<file path="config.mk">
export PLATFORM = sky130hd
export DESIGN_NAME = if_id_skid_reg
export DESIGN_NICKNAME = d
export VERILOG_FILES = /design/src/rtl/common.sv /design/src/rtl/if_id_perf_ctr.sv /design/src/rtl/if_id_skid_reg.sv
export SDC_FILE = /design/constraint.sdc
export NUM_CORES = 1
export LEC_CHECK = 0
export ABC_AREA = 1
export ABC_CLOCK_PERIOD_IN_PS = 1900
export CELL_PAD_IN_SITES_DETAIL_PLACEMENT = 1
export CELL_PAD_IN_SITES_GLOBAL_PLACEMENT = 1
export CORE_ASPECT_RATIO = 0.9
export CORE_MARGIN = 2
export CORE_UTILIZATION = 30
export DETAILED_ROUTE_END_ITERATION = 10
export HOLD_SLACK_MARGIN = 0.15
export PLACE_DENSITY = 0.73
export RECOVER_POWER = 25
export SETUP_SLACK_MARGIN = 0.1
export SLEW_MARGIN = 10
export SYNTH_ARGS = -nofsm -noshare
export SYNTH_HDL_FRONTEND = slang
export SYNTH_HIERARCHICAL = 1
export SYNTH_SLANG_ARGS = --single-unit
</file>
<file path="constraint.sdc">
create_clock -name clk -period 1.9 [get_ports clk]
set_input_delay 0.19 -clock clk [delete_from_list [all_inputs] [get_ports clk]]
set_output_delay 0.19 -clock clk [all_outputs]
set_load 0.1 [all_outputs]
</file>
<file path="src/rtl/common.sv">
// Shared IF/ID types: the decoded-entry payload, skid FSM states and the NOP filler.
package common;

    localparam int          XLEN      = 32;
    localparam logic [31:0] NOP_INSTR = 32'h0000_0013;

    typedef logic [31:0] instruction_type;

    typedef struct packed {
        instruction_type   instr;
        logic [XLEN-1:0]   pc;
        logic              compressed;
        logic              illegal;
    } if_id_entry_t;

    typedef enum logic [1:0] {
        EMPTY = 2'd0,
        FULL  = 2'd1,
        SKID  = 2'd2
    } skid_state_t;

    // Entries lost to a flush: main unless it leaves this cycle, plus skid if occupied.
    function automatic logic [1:0] flush_drop_count(skid_state_t st, logic id_ready);
        logic [1:0] n;
        n = 2'd0;
        if (st != EMPTY && !id_ready) begin
            n = n + 2'd1;
        end
        if (st == SKID) begin
            n = n + 2'd1;
        end
        return n;
    endfunction

endpackage

</file>
<file path="src/rtl/if_id_perf_ctr.sv">
// Saturating 32-bit stall / flush-drop counters for the IF/ID skid register.
module if_id_perf_ctr
    import common::*;
(
    input  logic        clk,
    input  logic        reset_n,
    input  logic        stall_inc,
    input  logic [1:0]  flush_drop,
    output logic [31:0] perf_stall_cnt,
    output logic [31:0] perf_flush_cnt
);

    logic [1:0]       inc   [2];
    logic [1:0][31:0] cnt_bus;

    assign inc[0] = {1'b0, stall_inc};
    assign inc[1] = flush_drop;

    function automatic logic [31:0] sat_add(logic [31:0] a, logic [1:0] b);
        logic [32:0] sum;
        sum = {1'b0, a} + {31'd0, b};
        return sum[32] ? 32'hFFFF_FFFF : sum[31:0];
    endfunction

    genvar gi;
    generate
        for (gi = 0; gi < 2; gi++) begin : g_ctr
            logic [31:0] cnt_reg;
            always_ff @(posedge clk) begin
                if (!reset_n) begin
                    cnt_reg <= 32'd0;
                end else if (inc[gi] != 2'd0) begin
                    cnt_reg <= sat_add(cnt_reg, inc[gi]);
                end
            end
            assign cnt_bus[gi] = cnt_reg;
        end
    endgenerate

    assign perf_stall_cnt = cnt_bus[0];
    assign perf_flush_cnt = cnt_bus[1];

endmodule

</file>
<file path="src/rtl/if_id_skid_reg.sv">
// IF/ID boundary with a 2-entry skid buffer so if_ready depends only on registered state.
// Optional performance counters are enabled by defining IF_ID_PERF_EN.
module if_id_skid_reg
    import common::*;
#(
    parameter int          XLEN      = common::XLEN,
    parameter logic [31:0] NOP_INSTR = common::NOP_INSTR
) (
    input  logic            clk,
    input  logic            reset_n,
    input  logic            if_valid,
    output logic            if_ready,
    input  logic [31:0]     if_instr,
    input  logic [XLEN-1:0] if_pc,
    input  logic            if_compressed,
    input  logic            if_illegal,
    input  logic            if_id_flush,
    input  logic            id_ready,
    output logic            id_valid,
    output logic [31:0]     id_instr,
    output logic [XLEN-1:0] id_pc,
    output logic [XLEN-1:0] id_link_pc,
    output logic            id_compressed,
    output logic            id_illegal
`ifdef IF_ID_PERF_EN
    ,
    output logic [31:0]     perf_stall_cnt,
    output logic [31:0]     perf_flush_cnt
`endif
);

    localparam if_id_entry_t RESET_ENTRY = '{instr: NOP_INSTR, pc: '0,
                                             compressed: 1'b0, illegal: 1'b0};

    skid_state_t  state_reg;
    if_id_entry_t main_reg;
    if_id_entry_t skid_reg;
    if_id_entry_t in_entry;
    logic         if_ready_reg;
    logic         id_valid_reg;

    assign in_entry = '{instr: if_instr, pc: if_pc,
                        compressed: if_compressed, illegal: if_illegal};

    // Payload registers only move on an accepted transfer; a flush just retires state.
    always_ff @(posedge clk) begin
        if (!reset_n) begin
            state_reg    <= EMPTY;
            main_reg     <= RESET_ENTRY;
            skid_reg     <= RESET_ENTRY;
            if_ready_reg <= 1'b1;
            id_valid_reg <= 1'b0;
        end else if (if_id_flush) begin
            state_reg    <= EMPTY;
            if_ready_reg <= 1'b1;
            id_valid_reg <= 1'b0;
        end else begin
            case (state_reg)
                EMPTY: begin
                    if (if_valid) begin
                        main_reg     <= in_entry;
                        state_reg    <= FULL;
                        id_valid_reg <= 1'b1;
                    end
                end
                FULL: begin
                    if (if_valid && id_ready) begin
                        main_reg <= in_entry;
                    end else if (if_valid) begin
                        skid_reg     <= in_entry;
                        state_reg    <= SKID;
                        if_ready_reg <= 1'b0;
                    end else if (id_ready) begin
                        state_reg    <= EMPTY;
                        id_valid_reg <= 1'b0;
                    end
                end
                SKID: begin
                    if (id_ready) begin
                        main_reg     <= skid_reg;
                        state_reg    <= FULL;
                        if_ready_reg <= 1'b1;
                    end
                end
                default: begin
                    state_reg    <= EMPTY;
                    if_ready_reg <= 1'b1;
                    id_valid_reg <= 1'b0;
                end
            endcase
        end
    end

    assign if_ready      = if_ready_reg;
    assign id_valid      = id_valid_reg;
    assign id_instr      = id_valid_reg ? main_reg.instr : NOP_INSTR;
    assign id_pc         = main_reg.pc;
    assign id_compressed = main_reg.compressed;
    assign id_illegal    = id_valid_reg & main_reg.illegal;
    assign id_link_pc    = main_reg.pc + (main_reg.compressed ? XLEN'(2) : XLEN'(4));

`ifdef IF_ID_PERF_EN
    logic [1:0] flush_drop;
    logic       stall_inc;

    assign flush_drop = if_id_flush ? flush_drop_count(state_reg, id_ready) : 2'd0;
    assign stall_inc  = id_valid_reg & ~id_ready;

    if_id_perf_ctr u_perf (
        .clk            (clk),
        .reset_n        (reset_n),
        .stall_inc      (stall_inc),
        .flush_drop     (flush_drop),
        .perf_stall_cnt (perf_stall_cnt),
        .perf_flush_cnt (perf_flush_cnt)
    );
`endif

endmodule

</file>
# After elaboration in Yosys (flattened, before gate mapping)
# Index checks and enable logic that the tools add are counted.
dict set report totals {
  ff_bits 136
  latch_bits 0
  ramBits 0
  mem_bits_ro 0
  in_bits 71
  out_inout_bits 100
  elab_cells 58
  mem_count 0
}
dict set report classes {
  add_sub_neg 1
  multipliers 0
  div_mod_pow 0
  n_lt_le_gt_ge 0
  eq_ne 10
  shift 0
  muxes 21
  n_bitwise 6
  reduce_logical 9
}
# cell count
set ops {}
lappend ops {{2-to-1 mux 66 bit} 3}
lappend ops {{case mux 66 bit (3 select lines)} 1}
lappend ops {{adder 32 x 3 -> 32 bit} 1}
lappend ops {{2-to-1 mux 32 bit} 1}
lappend ops {{inequality test 2 bit, second input constant} 7}
lappend ops {{AND reduction 4 bit} 3}
lappend ops {{2-to-1 mux 2 bit} 5}
lappend ops {{AND reduction 5 bit} 2}
lappend ops {{2-to-1 mux 1 bit} 7}
lappend ops {{case mux 1 bit (3 select lines)} 2}
lappend ops {{case mux 2 bit (3 select lines)} 1}
lappend ops {{NOT 1 bit} 5}
lappend ops {{2-to-1 mux 3 bit} 1}
lappend ops {{inequality test 3 bit, second input constant} 1}
lappend ops {{nonzero test 3 bit} 1}
lappend ops {{== test 2 x 1 -> 1 bit, second input constant} 1}
lappend ops {{== test 2 bit, second input constant} 1}
lappend ops {{zero test 2 bit} 1}
lappend ops {{OR reduction 2 bit} 1}
lappend ops {{AND 1 bit} 1}
lappend ops {{logical AND 1 bit} 1}

# Depth between registers and ports, before layout
dict set report logic_depth {
  ltp_word 4
  depth_mapped 11
  ltp_nobuf 9
}

# Worst setup path after synthesis
# Ideal clock, no wire load.
dict set report synth_path {
  kind {register -> output}
  startpoint {reg main_reg, in the netlist id_compressed}
  endpoint {out id_link_pc[9]}
  arrival_time_ns 3.766
  required_time_ns 1.710
  path_slack_ns -2.056
  stages_incl_launch_ff 7
  path_buffers 0
  cell_sequence {dfxtp_1 > ha_1 > inv_1 > fa_1 > nor2_1 > nand2_1 > xnor2_1}
}
dict set report synth_via {
  elab_chain_len 2
}
# item line_no
set synth_lines {}
lappend synth_lines {{from (decl)} if_id_skid_reg.sv:36} ;# if_id_entry_t main_reg;
lappend synth_lines {{from (signal assigned)} if_id_skid_reg.sv:61} ;# main_reg <= in_entry;
lappend synth_lines {{from (signal assigned)} if_id_skid_reg.sv:68} ;# main_reg <= in_entry;
lappend synth_lines {{from (signal assigned)} if_id_skid_reg.sv:80} ;# main_reg <= skid_reg;
lappend synth_lines {{2-to-1 mux 3 bit} if_id_skid_reg.sv:100} ;# assign id_link_pc = main_reg.pc + (main_reg.compressed ? XLEN'(2) : XLEN'(4));
lappend synth_lines {{adder 32 x 3 -> 32 bit} if_id_skid_reg.sv:100}
lappend synth_lines {{to (decl)} if_id_skid_reg.sv:22} ;# output logic [XLEN-1:0] id_link_pc,
# No other way between the ends.

# Worst setup path after layout
dict set report layout_path {
  startpoint {reg main_reg, in the netlist id_compressed}
  endpoint {out id_link_pc[16]}
}
# The elaborated chain is that of the path after synthesis.

==> reports/metrics.yaml <==
gp_congestion: 0.834
r2r_start: "state_reg[0]$_SDFFE_PP0P_"
min_from: "if_instr[0]"
grt_antenna_before_repair: 1
cts_root_buffer: "clkbuf_16"
path_clk_slew_ns: 0.06
hold_class: "input pin to flop"
cp-start-kind: "flop"
critPathMaxFanout: 5
cts_max_path_buffers: 2
synth_xor_xnor_area_share: 0.0173
drive_gt1_frac: 0.227
clock_sinks: 136
cts-buffers-inserted: 17
setup_viol: 30
cp-startpoint: "id_compressed$_SDFFE_PN0P_"
pre_cts_slack_ns: -0.0980
ant_nets: 0
syn-num-nets: 1335
htree_levels: 4
holdWs_ns: 0.372
ys_types: 26
synth_top_area_cell: "dfxtp_1"
critPathCaptureType: "output port"
drv_cap: 0
dieArea_sq_um: 26700
power.density_nw_per_um2: 777
crit_arrival_ns: 2.19
grt.total_usage: 0.213
post-route-period-util: 1.25
swShare: 0.347
hold_violations: 0
largest_reg_flops: 66
p_leak_nw: 5.24
drt-initial-drc-count: 441
synth_ff_type: "dfxtp_1"
via_per_inst: 4.63
slew_headroom: 0.620
dp.cells: 1731
gr-usage-met1: 0.281
ir_drop_v: 0.000447
dpl_cell_area_sq_um: 11100
synth-async-reset-ratio: 0
grt_pass1_vias: 8403
grt_max_degree: 72
wirelength_um: 28400
rsz0062_at_grt: "true"
wire_per_inst_um: 16.0
core_sq_um: 25000
crit_type: "flop to output port"
tightest_slew_ns: 0.573
ys_ff_latch: 136
synth_fa_ha_area_frac: 0.00592
violations: "negative setup slack"
grt-busiest-layer: "met2"
dp_hpwl_um: 19400
seq_area_frac_synth: 0.358
rows: 55
route.detailed.drc: 0
final_nets: 1498
worst_slack_ns: -0.481
clock_skew_ns: 0.00756
syn_avg_cell_area_sq_um: 6.03
seqPwrFrac: 0.334
p_sw_mw: 3.24
yosysTopAreaCellShare: 0.358
synth_area_leaders: "dfxtp_1 (36%), nand2_1 (17%), nor2_1 (15%)"
pwr-share-comb: 0.287
tritoncts: "built"
instances_no_fill: 1779
grt_use_met2: 0.365
yosysWarnings: 6
yosysMostFrequentCell: "nand2_1"
timing.fmax_mhz: 420
slew_violations: 0
final_area_sq_um: 12000
met3_usage: 0.0336
insertion_delay_ns: 0.42
die_w_um: 172
status: "complete, but fails checks"
required_ns: 1.71
yosys-top-cells-count: "nand2_1 (350), nor2_1 (303), nand3_1 (142)"
drt_pass1_iterations: 5
syn_to_final_growth_pct: 57.8
grt_pass1_wl_um: 44900
initial_utilization: 0.304
synth_top_family_by_area: "simple AND/OR/NAND/NOR gates"
vias: 8230
synth_compound_area_frac: 0.0454
port_buffers: 170
synth-edff-count: 0
overflow: 0
setup_tns_ns: -11.23
synth_area_sq_um: 7610
intPower_mw: 6.09
p_clk_frac: 0.379
diodes: 0
yosys.area_share.simple: 0.436
synthMuxAreaShare: 0
synth_cells: 1261
ios: 171
die_y_um: 155
fin_crit_ns: 2.38
timing repair:
item,CTS,global route
setup endpoints to repair,30,57
pin swaps,19,22
hold buffers,1,0
hold endpoints to repair,10,0
gates resized for setup,26,25
buffers inserted,9,9
placed cells by master (no fill, tap or decap), types with 7 or more instances in the layout:
cell type and instances:
nor2_1 290, nand3_1 141, buf_12 91, nand2_1 316, o21ai_1 9, nor2_4 12
nand2_2 17, clkbuf_2 11, clkinvlp_4 31, inv_2 7, o21ai_0 56, nand2_4 17
buf_6 11, dfxtp_1 128, nand3b_1 14, inv_1 80, clkbuf_16 17, buf_4 64
xor2_4 10, clkdlybuf4s50_1 69
area by class of cell:
type | instances | area, sq um
clock buffers | 20 | 457
clock inverters | 12 | 165
fillers | 3155 | 13000
inverters | 118 | 556
multi-input cells | 901 | 4450
flip-flops and latches | 136 | 2740
well taps | 342 | 428
repair buffers | 250 | 3220
layer usage:
metal  wire (um)  share of wire
met3         924          0.033
met2       14100           0.50
met4         329          0.012
met1       13100           0.46
met5          12        0.00042
cells by family after synthesis:
logic type / count (synthesis)
AO/OA/AOI/OAI: 68
adder cells (fa/ha/maj): 3
flip-flops: 136
buffers and inverters: 224
AND/OR/NAND/NOR: 815
XOR/XNOR: 15
final timing paths:
kind,cells past startpoint,to,slack (ns)
worst max-delay path,10,id_link_pc[16],-0.48
worst min-delay path,3,skid_reg[34]$_SDFFE_PN1P_,0.37
worst max register to register,9,main_reg[36]$_SDFFE_PN0P_,0.19
worst min register to register,2,skid_reg[38]$_SDFFE_PN1P_,0.48
critical path, cell delays in order, from the launching register on:
cell and delay, ns:
dfxtp_4 0.38, buf_6 0.11, inv_4 0.03, ha_4 0.26
nand3_4 0.10, nand2_8 0.13, nand2_8 0.07, nor2_4 0.20
buf_12 0.14, xor2_4 0.16, buf_12 0.19
power by group through the flow:
stage	clock network [mW]	registers (mW)	logic, mW
2_1_floorplan	0	3.19	1.69
3_3_place_gp	0	3.18	2.62
3_5_place_dp	0	3.18	2.64
4_1_cts	3.62	3.12	2.67
5_1_grt	3.75	3.14	2.82
6_report	3.54	3.12	2.67
stage by stage:
step	total power, mW	utilization
floorplan	4.88	-
global placement	5.79	0.444
detailed placement	5.83	0.444
CTS	9.41	0.475
global route	9.71	0.480
finish	9.33	0.480
Note: power is estimated with default switching activity, not from simulation.
